`config.mk`:
```
export PLATFORM = sky130hd
export DESIGN_NAME = vram_write_arbiter
export DESIGN_NICKNAME = d
export VERILOG_FILES = /design/src/rtl/vram_write_arbiter.sv
export SDC_FILE = /design/constraint.sdc
export NUM_CORES = 1
export LEC_CHECK = 0
export ABC_AREA = 1
export BUFFER_PORTS_ARGS = -buffer_cell sky130_fd_sc_hd__buf_2
export CAP_MARGIN = 10
export CORE_ASPECT_RATIO = 1.25
export CORE_MARGIN = 2
export CORE_UTILIZATION = 45
export DETAILED_ROUTE_END_ITERATION = 7
export PLACE_DENSITY = 0.73
export SLEW_MARGIN = 0
export SYNTH_ARGS = -nofsm -noshare
export SYNTH_HDL_FRONTEND = slang
export SYNTH_SLANG_ARGS = --single-unit
```
`constraint.sdc`:
```
create_clock -name clk -period 3.5 [get_ports clk]
set_input_delay 1.05 -clock clk [delete_from_list [all_inputs] [get_ports clk]]
set_output_delay 1.05 -clock clk [all_outputs]
set_load 0.02 [all_outputs]
```
`src/rtl/vram_write_arbiter.sv`:
```
// Framebuffer VRAM write-port owner: round-robin arbitration between two
// pixel-write requesters plus a built-in clear-screen sweep.
module vram_write_arbiter #(
    parameter int COLS       = 100,
    parameter int ROWS       = 75,
    parameter int CELL_SHIFT = 3,
    parameter bit BLANK_ONLY = 1'b0
) (
    input  logic        clk,
    input  logic        reset,
    input  logic        disp_en,
    input  logic        clear_req,
    input  logic [11:0] clear_color,
    output logic        clear_busy,
    output logic        clear_done,
    input  logic        req0,
    input  logic        req1,
    input  logic [6:0]  x0,
    input  logic [6:0]  x1,
    input  logic [6:0]  y0,
    input  logic [6:0]  y1,
    input  logic [11:0] color0,
    input  logic [11:0] color1,
    output logic        gnt0,
    output logic        gnt1,
    output logic        oob_err,
    output logic [11:0] h_coord_w,
    output logic [10:0] v_coord_w,
    output logic [3:0]  data_r,
    output logic [3:0]  data_g,
    output logic [3:0]  data_b,
    output logic        w_en
);

    localparam logic [6:0] LAST_X = 7'(COLS - 1);
    localparam logic [6:0] LAST_Y = 7'(ROWS - 1);

    typedef enum logic [0:0] {
        IDLE  = 1'b0,
        CLEAR = 1'b1
    } state_t;

    state_t      state;
    logic [6:0]  sweepX;
    logic [6:0]  sweepY;
    logic [11:0] clrColor;
    logic        favour1;

    logic        stall;
    logic        elig0;
    logic        elig1;
    logic        anyElig;
    logic        pick1;
    logic [6:0]  selX;
    logic [6:0]  selY;
    logic [11:0] selColor;
    logic        selOob;

    // Requester selection; a requester granted last edge is masked so it cannot write twice.
    always_comb begin
        stall   = BLANK_ONLY & disp_en;
        elig0   = req0 & ~gnt0;
        elig1   = req1 & ~gnt1;
        anyElig = elig0 | elig1;
        pick1   = elig1 & (~elig0 | favour1);
        if (pick1) begin
            selX     = x1;
            selY     = y1;
            selColor = color1;
        end else begin
            selX     = x0;
            selY     = y0;
            selColor = color0;
        end
        selOob = (selX > LAST_X) || (selY > LAST_Y);
    end

    // Control FSM with all write-port outputs registered.
    always_ff @(posedge clk or negedge reset) begin
        if (!reset) begin
            state      <= IDLE;
            sweepX     <= 7'd0;
            sweepY     <= 7'd0;
            clrColor   <= 12'd0;
            favour1    <= 1'b0;
            clear_busy <= 1'b0;
            clear_done <= 1'b0;
            gnt0       <= 1'b0;
            gnt1       <= 1'b0;
            oob_err    <= 1'b0;
            h_coord_w  <= 12'd0;
            v_coord_w  <= 11'd0;
            data_r     <= 4'd0;
            data_g     <= 4'd0;
            data_b     <= 4'd0;
            w_en       <= 1'b0;
        end else begin
            gnt0       <= 1'b0;
            gnt1       <= 1'b0;
            oob_err    <= 1'b0;
            w_en       <= 1'b0;
            clear_done <= 1'b0;
            case (state)
                IDLE: begin
                    if (clear_req) begin
                        state      <= CLEAR;
                        sweepX     <= 7'd0;
                        sweepY     <= 7'd0;
                        clrColor   <= clear_color;
                        clear_busy <= 1'b1;
                    end else if (!stall && anyElig) begin
                        gnt0 <= ~pick1;
                        gnt1 <= pick1;
                        if (elig0 && elig1) begin
                            favour1 <= ~pick1;
                        end
                        // Out-of-range requests are consumed but leave the port untouched.
                        if (selOob) begin
                            oob_err <= 1'b1;
                        end else begin
                            w_en      <= 1'b1;
                            h_coord_w <= {5'd0, selX} << CELL_SHIFT;
                            v_coord_w <= {4'd0, selY} << CELL_SHIFT;
                            data_r    <= selColor[11:8];
                            data_g    <= selColor[7:4];
                            data_b    <= selColor[3:0];
                        end
                    end
                end
                CLEAR: begin
                    if (!stall) begin
                        w_en      <= 1'b1;
                        h_coord_w <= {5'd0, sweepX} << CELL_SHIFT;
                        v_coord_w <= {4'd0, sweepY} << CELL_SHIFT;
                        data_r    <= clrColor[11:8];
                        data_g    <= clrColor[7:4];
                        data_b    <= clrColor[3:0];
                        if (sweepX == LAST_X) begin
                            sweepX <= 7'd0;
                            if (sweepY == LAST_Y) begin
                                state      <= IDLE;
                                clear_busy <= 1'b0;
                                clear_done <= 1'b1;
                            end else begin
                                sweepY <= sweepY + 7'd1;
                            end
                        end else begin
                            sweepX <= sweepX + 7'd1;
                        end
                    end
                end
                default: begin
                    state      <= IDLE;
                    clear_busy <= 1'b0;
                end
            endcase
        end
    end

endmodule

```
Yosys cells after proc, flatten, opt, wreduce, memory -nomap -nowiden
Index checks and enable logic that the tools add are counted.
{"block": "totals", "register_bits": 69, "word_cells": 101, "output_inout_bits": 41, "in_bits": 70}
{"block": "classes", "n_reduce_logical": 7, "bitwise": 11, "addsub": 2, "muxes": 54, "n_eq_ne": 9, "n_lt_le_gt_ge": 2}
{"cell": "$mux 12", "n": 4}
{"cell": "$mux 7", "n": 6}
{"cell": "$mux 4", "n": 9}
{"cell": "$mux 11", "n": 3}
{"cell": "$pmux 7 s2", "n": 2}
{"cell": "$pmux 12 s2", "n": 1}
{"cell": "$pmux 4 s2", "n": 3}
{"cell": "$mux 1", "n": 22}
{"cell": "$pmux 11 s2", "n": 1}
{"cell": "$add 7x1->7 const B", "n": 2}
{"cell": "$eq 7x7->1 const B", "n": 2}
{"cell": "$gt 7x7->1 const B", "n": 2}
{"cell": "$ne 2x2->1 const B", "n": 5}
{"cell": "$reduce_and 3->1", "n": 3}
{"cell": "$not 1->1", "n": 6}
{"cell": "$pmux 1 s2", "n": 3}
{"cell": "$ne 2x1->1 const B", "n": 2}
{"cell": "$reduce_and 4->1", "n": 1}
{"cell": "$and 1x1->1", "n": 3}
{"cell": "$or 1x1->1", "n": 2}
{"cell": "$reduce_and 2->1", "n": 1}
{"cell": "$logic_and 1x1->1", "n": 1}
{"cell": "$logic_or 1x1->1", "n": 1}

Longest topological paths before layout
Gate-level depths: netlist (run 1).
{"block": "logic_depth", "word_depth": 12, "mapped_depth": 16, "ltp_nobuf": 14}

Least setup slack after synthesis (run 1)
OpenSTA, ideal clock, no wires.
{"block": "synth_path", "kind": "input port to flip-flop", "from": "input port req1", "to": "register data_g[0]", "path_stages": 12, "arrival_time_ns": 2.281, "setup_ns": 0.117, "required_time_ns": 3.383, "slack_ns": 1.102, "path_buffers": 2, "cell_sequence": "inv_1 > nor2_4 > nand2_2 > buf_6 > or2_1 > o21ai_1 > nand3_1 > nand2_2 > nand3_4 > buf_2 > nand3_1 > nand2_1"}
{"block": "synth_via", "elab_chain_len": 7, "elab_cells_between_ends": 16, "cone_classes": "order compare: 2; eq/ne: 2; mux: 7; bitwise: 3; reduce/logical: 2"}
{"item": "start: declaration", "line": "17", "rtl": "input logic req1,"}
{"item": "$and 1x1->1 (*)", "line": "63", "rtl": "elig1 = req1 & ~gnt1;"}
{"item": "$and 1x1->1", "line": "65", "rtl": "pick1 = elig1 & (~elig0 | favour1);"}
{"item": "$mux 7 / $mux 12 (equally long branches)", "line": "66", "rtl": "if (pick1) begin"}
{"item": "$gt 7x7->1 / $mux 4 (equally long branches)", "line": "75, 118"}
{"item": "$logic_or 1x1->1 / $mux 4 (equally long branches)", "line": "75, 111"}
{"item": "$ne 2x2->1 (no line) / $mux 4 (equally long branches)"}
{"item": "$reduce_and 3->1 (no line) / $pmux 4 s2 (equally long branches)"}
{"item": "end signal: assignment", "line": "125", "rtl": "data_g <= selColor[7:4];"}
{"item": "end signal: assignment", "line": "136", "rtl": "data_g <= clrColor[7:4];"}
{"item": "end: declaration", "line": "30", "rtl": "output logic [3:0] data_g,"}
Mark *: on every way between the ends. The rest lies on a longest branch, timed or not. The select of a mux whose other input is x is not followed.
A chain may end at the register's enable or synchronous reset.

Worst setup path in the final report (run 1)
{"block": "layout_path", "from": "input port req1", "to": "register v_coord_w[3]"}
{"block": "layout_via", "elab_chain_len": 7, "elab_cells_between_ends": 15, "cone_classes": "order compare: 2; eq/ne: 2; mux: 6; bitwise: 3; reduce/logical: 2"}
{"item": "$and 1x1->1 (*)", "line": "63"}
{"item": "$and 1x1->1", "line": "65"}
{"item": "$mux 7", "line": "66"}
{"item": "$gt 7x7->1 / $mux 11 (equally long branches)", "line": "75, 118"}
{"item": "$logic_or 1x1->1 / $mux 11 (equally long branches)", "line": "75, 111"}
{"item": "$ne 2x2->1 (no line) / $mux 11 (equally long branches)"}
{"item": "$reduce_and 3->1 (no line) / $pmux 11 s2 (equally long branches)"}
{"item": "end signal: assignment", "line": "123", "rtl": "v_coord_w <= {4'd0, selY} << CELL_SHIFT;"}
{"item": "end signal: assignment", "line": "134", "rtl": "v_coord_w <= {4'd0, sweepY} << CELL_SHIFT;"}
{"item": "end: declaration", "line": "28", "rtl": "output logic [10:0] v_coord_w,"}
Marks and branches as above.

==> impl_metrics.csv, run 1 <==
group,metric,value,unit
cts,cts_resized,0,
layout,syn_to_final_growth,23.4,%
cts,clock-sinks,60,
timing,max_slew_margin,35.9,%
cts,cts_made_buffers,9,
power_and_ir_drop,finalPower,2.29,mW
die,num_io_pins,111,
die,core,0.00693,sq mm
cts,postCtsSetupRepairBufs,0,
timing,slew_violations,0,
power_and_ir_drop,pwr_density_cell,581,mW/mm^2
flow_run,maxCapViolCount,0,
die,die_y,98.2,um
setup_path,cp-end-kind,"register",
timing,post-route-period-util,77.3,%
timing,setup_viol,0,
yosys,synth_area,0.00319,sq mm
yosys,synthCells,420,
setup_path,cp.arrival,2.94,ns
cts,root_buffer,"clkbuf_8",
setup_path,cp-start-kind,"input port",
yosys,avgSynthCellArea,7.60,sq um
cts,cts_tree,"built",
route,drc_errors,0,
global_route,grt_max_degree,61,
power_and_ir_drop,leakagePower,2.13,nW
route,avgRoutedWirePerCell,13.6,um
layout,fin_nets,587,
cts,cts_hold_buf,0,
layout,drive_gt1_share,25.0,%
yosys,yosys-top-cells-area,"dfrtp_1 (47%), nand2_1 (18%), nand3_1 (5.6%)",
timing,rsz0062_at_grt,"false",
route,vias,3016,
layout,diodes,0,
layout,finalNonFillerCells,609,
timing,final.setup_skew,0.00811,ns
cts,htree_levels,3,
global_route,grt_pass1_wl,13200,um
cts,insertion_delay,0.35,ns
route,dr.pass1.iters,6,
cts,clock_path_buffers,2,
place,detailed_place_hpwl,5860,um
yosys,synth.distinct_cells,31,
die,die_x,79.3,um
route,drt_iter0_drc,167,
setup_path,worstSetupPathType,"in -> reg",
timing,hold_violations,0,
layout,final_common_cell,"nand2_1",
die,rows,34,
hold_path,hold_path.class,"reg -> reg",
status,status,"completed",
route,wl,8290,um
yosys,yosys_warnings,0,
die,dieArea,0.00779,sq mm
setup_path,crit_required,3.74,ns
timing,fin_setup_tns,0,ns
global_route,track_usage,22.0,%
timing,min_period,2.71,ns
yosys,synth-seq-cells,60,
die,initial_core_util,46.0,%
timing,timing.fmax,370,MHz
layout,final_cell_mix,"nand2_1 (157), buf_2 (100), dfrtp_1 (60)",
yosys,synth_top_area_share,47.0,%
place,dp.cells,593,
global_route,grt_pass1_vias,2854,
yosys,yosysTopAreaCell,"dfrtp_1",
layout,n_fill_cell,679,
place,gp_congestion,0.829,
cts,clkTransAtPathRegs,0.07,ns
setup_path,cp_max_fo,27,
route,ant_nets,0,
route,via_per_inst,4.95,
place,port_buffers,100,
yosys,ys_seq_area_share,47.0,%
global_route,antenna_found_initial,0,
power_and_ir_drop,vdd_ir_drop_max,0.209,mV
global_route,grt_overflow_total,0,
timing,worst_slew_pin_slew,0.958,ns
sequential cells by signal, indices dropped and copies added (netlist names):
signal	flops
w_en	1
favour1	1
clear_done	1
h_coord_w	7
clear_busy	1
data_g	4
oob_err	1
data_b	4
state	1
gnt1	1
sweepY	7
v_coord_w	7
clrColor	12
gnt0	1
data_r	4
sweepX	7
routing by layer:
layer | up-vias | share of wire (%) | track usage (%)
li1 | 1529 | - | -
met1 | 1359 | 43 | 27.5
met2 | 118 | 50 | 37.9
met3 | 10 | 5.8 | 3.23
met4 | 0 | 1.8 | 9.15
met5 | - | 0 | 0
critical path, cell delays in order:
cell     delay [ns]
buf_2          0.07
inv_1          0.05
nor2_4         0.14
nand2_2        0.22
inv_2          0.41
nand2_1        0.09
nand2_1        0.12
nand2_1        0.06
nand2_1        0.06
nand2_2        0.07
nand3_4        0.15
nand2_4        0.22
nand2_1        0.14
nand2_1        0.06
cell families (layout without fill, tap and decap cells):
kind of cell,after synthesis,after routing,share of synthesized area (%)
buffers and inverters,51,142,8.11
AND/OR/NAND/NOR,247,247,32.8
adder cells (fa/ha/maj),3,3,1.18
other,1,9,0.117
AO/OA/AOI/OAI,51,51,8.86
XOR/XNOR,7,7,1.92
flip-flops,60,60,47.0
synthesized netlist by cell type:
cell type,n
nand2_1,157
dfrtp_1,60
nand3_1,36
nor2_1,32
inv_1,18
o21ai_0,16
a31oi_1,14
clkbuf_1,11
a21oi_1,9
buf_4,9
nor3_1,7
o21ai_1,6
xor2_1,6
or2_1,5
buf_6,4
o22ai_1,4
buf_2,3
ha_1,3
nand2_2,3
buf_1,2
clkinv_1,2
inv_2,2
nand3_2,2
o31ai_1,2
conb_1,1
nand2_4,1
nand3_4,1
nand4_1,1
nor2_4,1
nor4_1,1
xnor2_1,1
final timing paths:
path,from,to,slack [ns],depth (start not counted)
setup / recovery,req1,v_coord_w[3],0.79,14
hold / removal,clrColor[3],clrColor[3],0.47,2
setup reg to reg,state,sweepY[3],1.17,4
hold reg to reg,clrColor[3],clrColor[3],0.47,2
max in group asynchronous,reset,clrColor[3],2.11,2
min in group asynchronous,reset,gnt0,0.85,2
report_power, final:
part,leakage (nW),switching (mW),internal [mW]
logic,1.26,0.380,0.220
registers,0.749,0.114,0.836
clock network,0.116,0.278,0.460
total,2.13,0.772,1.52
layout make-up:
type	instances	area, sq um	share of cell area [%]
sequential	60	1500	38.1
multi-input combinational	317	1460	37.1
timing repair buffer	104	543	13.8
clock buffer	13	169	4.29
tap	90	113	2.86
inverter	22	82.6	2.10
clock inverter	3	67.6	1.72
through the flow:
stage / util (%) / hold WS (ns) / worst slack [ns] / cell area [sq um]
after CTS: 56.8 / 0.477 / 0.768 / 3940
after floorplan: - / 0.443 / 1.10 / 3220
final: 56.8 / 0.475 / 0.794 / 3940
after global placement: 53.4 / 0.457 / 0.462 / 3700
after detailed placement: 53.4 / 0.462 / 0.403 / 3700
after global routing: 56.8 / 0.501 / 0.576 / 3940
(Power assumes the default switching activity.)
==> run 2: changes to the inputs <==
--- a/config.mk
+++ b/config.mk
@@ -5,7 +5,7 @@
 export SDC_FILE = /design/constraint.sdc
 export NUM_CORES = 1
 export LEC_CHECK = 0
-export ABC_AREA = 1
+export ABC_AREA = 0
 export BUFFER_PORTS_ARGS = -buffer_cell sky130_fd_sc_hd__buf_2
 export CAP_MARGIN = 10
 export CORE_ASPECT_RATIO = 1.25
==> constraint.sdc (replaced) <==
create_clock -name clk -period 2.59 [get_ports clk]
set_input_delay 0.777 -clock clk [delete_from_list [all_inputs] [get_ports clk]]
set_output_delay 0.777 -clock clk [all_outputs]
set_load 0.02 [all_outputs]
==> run 2 against run 1 <==
Effect of this change: sequential cell count is the same; critical endpoint is now v_coord_w[7]; via count fell by 7.0%; critical path type unchanged; sequential share of layout area shrank 1.8 points; sequential power is 45% higher; die area increased by 3.7%; global-route usage fell by 1.2 points; wire length decreased by 2.9%; core utilization up 0.12 points; critical path depth shrank 8.
==> impl_metrics.csv, run 2 <==
group,metric,value,unit
layout,final_cell_mix,"buf_2 (100), dfrtp_1 (60), nand2_1 (58)",
layout,fin_nets,494,
cts,insertion_delay,0.35,ns
power_and_ir_drop,clkPwrFrac,29.3,%
yosys,yosysTopAreaCell,"dfrtp_1",
timing,hold_violations,0,
timing,max_slew_margin,55.9,%
cts,cts_resized,0,
setup_path,crit_slowest_cell,"or3b_4",
place,detailed_place_hpwl,6060,um
global_route,grt_pass1_wl,12800,um
setup_path,reg2regPathDepth,5,
yosys,synth_area,0.00332,sq mm
power_and_ir_drop,switching_share,33.6,%
cts,htree_levels,3,
route,dr.pass1.iters,4,
setup_path,cp_top_family,"simple AND/OR/NAND/NOR gates",
cts,postCtsSetupRepairBufs,0,
cts,clkTransAtPathRegs,0.07,ns
yosys,ys_seq_area_share,45.2,%
layout,syn_to_final_growth,24.7,%
timing,final.setup_skew,0.00743,ns
global_route,grt_max_degree,37,
global_route,grt_pass1_vias,2689,
yosys,synth-xor-area-share,1.58,%
yosys,yosys_warnings,0,
setup_path,cp_num_cells,6,
layout,final_common_cell,"buf_2",
yosys,synth.distinct_cells,51,
timing,post-route-period-util,84.4,%
layout,finalNonFillerCells,518,
status,status,"completed",
route,avgRoutedWirePerCell,15.5,um
setup_path,crit_required,2.82,ns
layout,drive_gt1_share,37.8,%
global_route,antenna_found_initial,0,
yosys,synth-seq-cells,60,
die,core,0.00727,sq mm
yosys,synth-simple-area-share,20.4,%
power_and_ir_drop,pwr_density_cell,780,mW/mm^2
power_and_ir_drop,p_int,2.14,mW
die,die_y,100,um
die,initial_core_util,45.6,%
setup_path,slowest_delay,0.40,ns
setup_path,cp_num_buf_inv,1,
yosys,synth_top_area_share,45.2,%
yosys,synthCells,314,
route,vias,2806,
route,via_per_inst,5.42,
timing,setup_viol,0,
global_route,track_usage,20.8,%
yosys,synth_top_family_by_area,"simple AND/OR/NAND/NOR gates",
yosys,synth-edff-count,0,
yosys,avgSynthCellArea,10.6,sq um
yosys,synthAdderAreaFrac,1.13,%
flow_run,maxCapViolCount,0,
global_route,grt_overflow_total,0,
timing,min_period,2.19,ns
setup_path,cp-end-kind,"register",
hold_path,hold_path.class,"in -> async",
cts,cts_tree,"built",
cts,cts_made_buffers,9,
power_and_ir_drop,power_switching,1.08,mW
yosys,synthArstFlopShare,100,%
timing,timing.fmax,457,MHz
power_and_ir_drop,combPwrFrac,27.9,%
yosys,synthMuxAreaShare,7.69,%
setup_path,cp_max_fo,14,
die,dieArea,0.00808,sq mm
layout,top_register,"clrColor",
power_and_ir_drop,seqPwrFrac,42.8,%
die,num_io_pins,111,
timing,worst_slew_pin_slew,0.660,ns
setup_path,worstSetupPathType,"in -> reg",
yosys,synth_common_cells,"dfrtp_1 (60), nand2_1 (58), nor2_1 (16), o221a_1 (14), nand2b_1 (13)",
power_and_ir_drop,leakagePower,2.01,nW
yosys,synth-compound-area-share,17.8,%
setup_path,worstPathCellList,"buf_2 > or3b_4 > and3_4 > a32oi_4 > nand3_2 > o221a_1",
route,drc_errors,0,
route,drt_iter0_drc,111,
setup_path,cp.arrival,2.42,ns
timing,rsz0062_at_grt,"false",
cts,clock-sinks,60,
power_and_ir_drop,vdd_ir_drop_max,0.404,mV
place,gp_congestion,0.820,
setup_path,cp-start-kind,"input port",
route,wl,8050,um
die,die_x,80.8,um
timing,fin_setup_tns,0,ns
place,port_buffers,100,
cts,cts_hold_buf,0,
route,ant_nets,0,
yosys,yosys-top-cells-area,"dfrtp_1 (45%), o221a_4 (6.6%), nand2_1 (6.6%)",
yosys,ys.flop_type,"dfrtp_1",
cts,root_buffer,"clkbuf_8",
power_and_ir_drop,finalPower,3.23,mW
layout,largest_register_ffs,12,
die,rows,35,
layout,diodes,0,
cts,clock_path_buffers,2,
yosys,yosysMostFrequentCell,"dfrtp_1",
timing,slew_violations,0,
place,dp.cells,502,
run 2: cells by family after synthesis:
| group | count (synthesis) |
|---|---|
| adder cells (fa/ha/maj) | 3 |
| AND/OR/NAND/NOR | 134 |
| multiplexers | 24 |
| XOR/XNOR | 6 |
| other | 1 |
| buffers and inverters | 31 |
| flip-flops | 60 |
| AO/OA/AOI/OAI | 55 |
run 2: per-stage QoR:
step | cell area (sq um) | worst slack (ns) | hold WS, ns | utilization [%]
final | 4140 | 0.403 | 0.412 | 56.9
after global routing | 4140 | 0.342 | 0.444 | 56.9
after CTS | 4140 | 0.412 | 0.429 | 56.9
after detailed placement | 3910 | 0.0431 | 0.489 | 53.8
after global placement | 3910 | 0.0959 | 0.480 | 53.8
after floorplan | 3350 | 0.320 | 0.469 | -
run 2: worst paths after layout:
check | end | startpoint | slack, ns
max | v_coord_w[7] | req0 | 0.40
min | data_b[1] | reset | 0.41
max reg2reg | v_coord_w[7] | gnt0 | 0.48
min reg2reg | clrColor[9] | clrColor[9] | 0.50
max in group asynchronous | sweepX[5] | reset | 1.59
min in group clk | clrColor[9] | clrColor[9] | 0.50
run 2: layout make-up:
type,instances,area [sq um]
clock buffers,9,124
clock inverters,7,100
fillers,656,3130
inverters,5,18.8
multi-input cells,231,1650
flip-flops and latches,60,1500
well taps,92,115
repair buffers,114,631
run 2: power by group through the flow:
stage	Clock, mW	Sequential (mW)	Combinational, mW
final	0.946	1.38	0.899
after global placement	0	1.38	0.876
after floorplan	0	1.46	0.498
after global routing	1.00	1.41	0.985
after CTS	0.963	1.38	0.910
after detailed placement	0	1.39	0.905
run 2: worst register-to-register path, stage by stage (launching register included):
cell and delay (ns):
dfrtp_1 0.43, or3b_4 0.44, and3_4 0.20, a32oi_4 0.23, nand3_2 0.35, o221a_1 0.35
run 2: metal layers:
| layer | track usage (%) | vias to the layer above | wire length (um) |
|---|---|---|---|
| met3 | 5.13 | 20 | 479 |
| met2 | 34.6 | 86 | 4170 |
| met5 | 0 | - | 0 |
| met4 | 10.6 | 0 | 223 |
| li1 | - | 1334 | - |
| met1 | 24.8 | 1366 | 3170 |
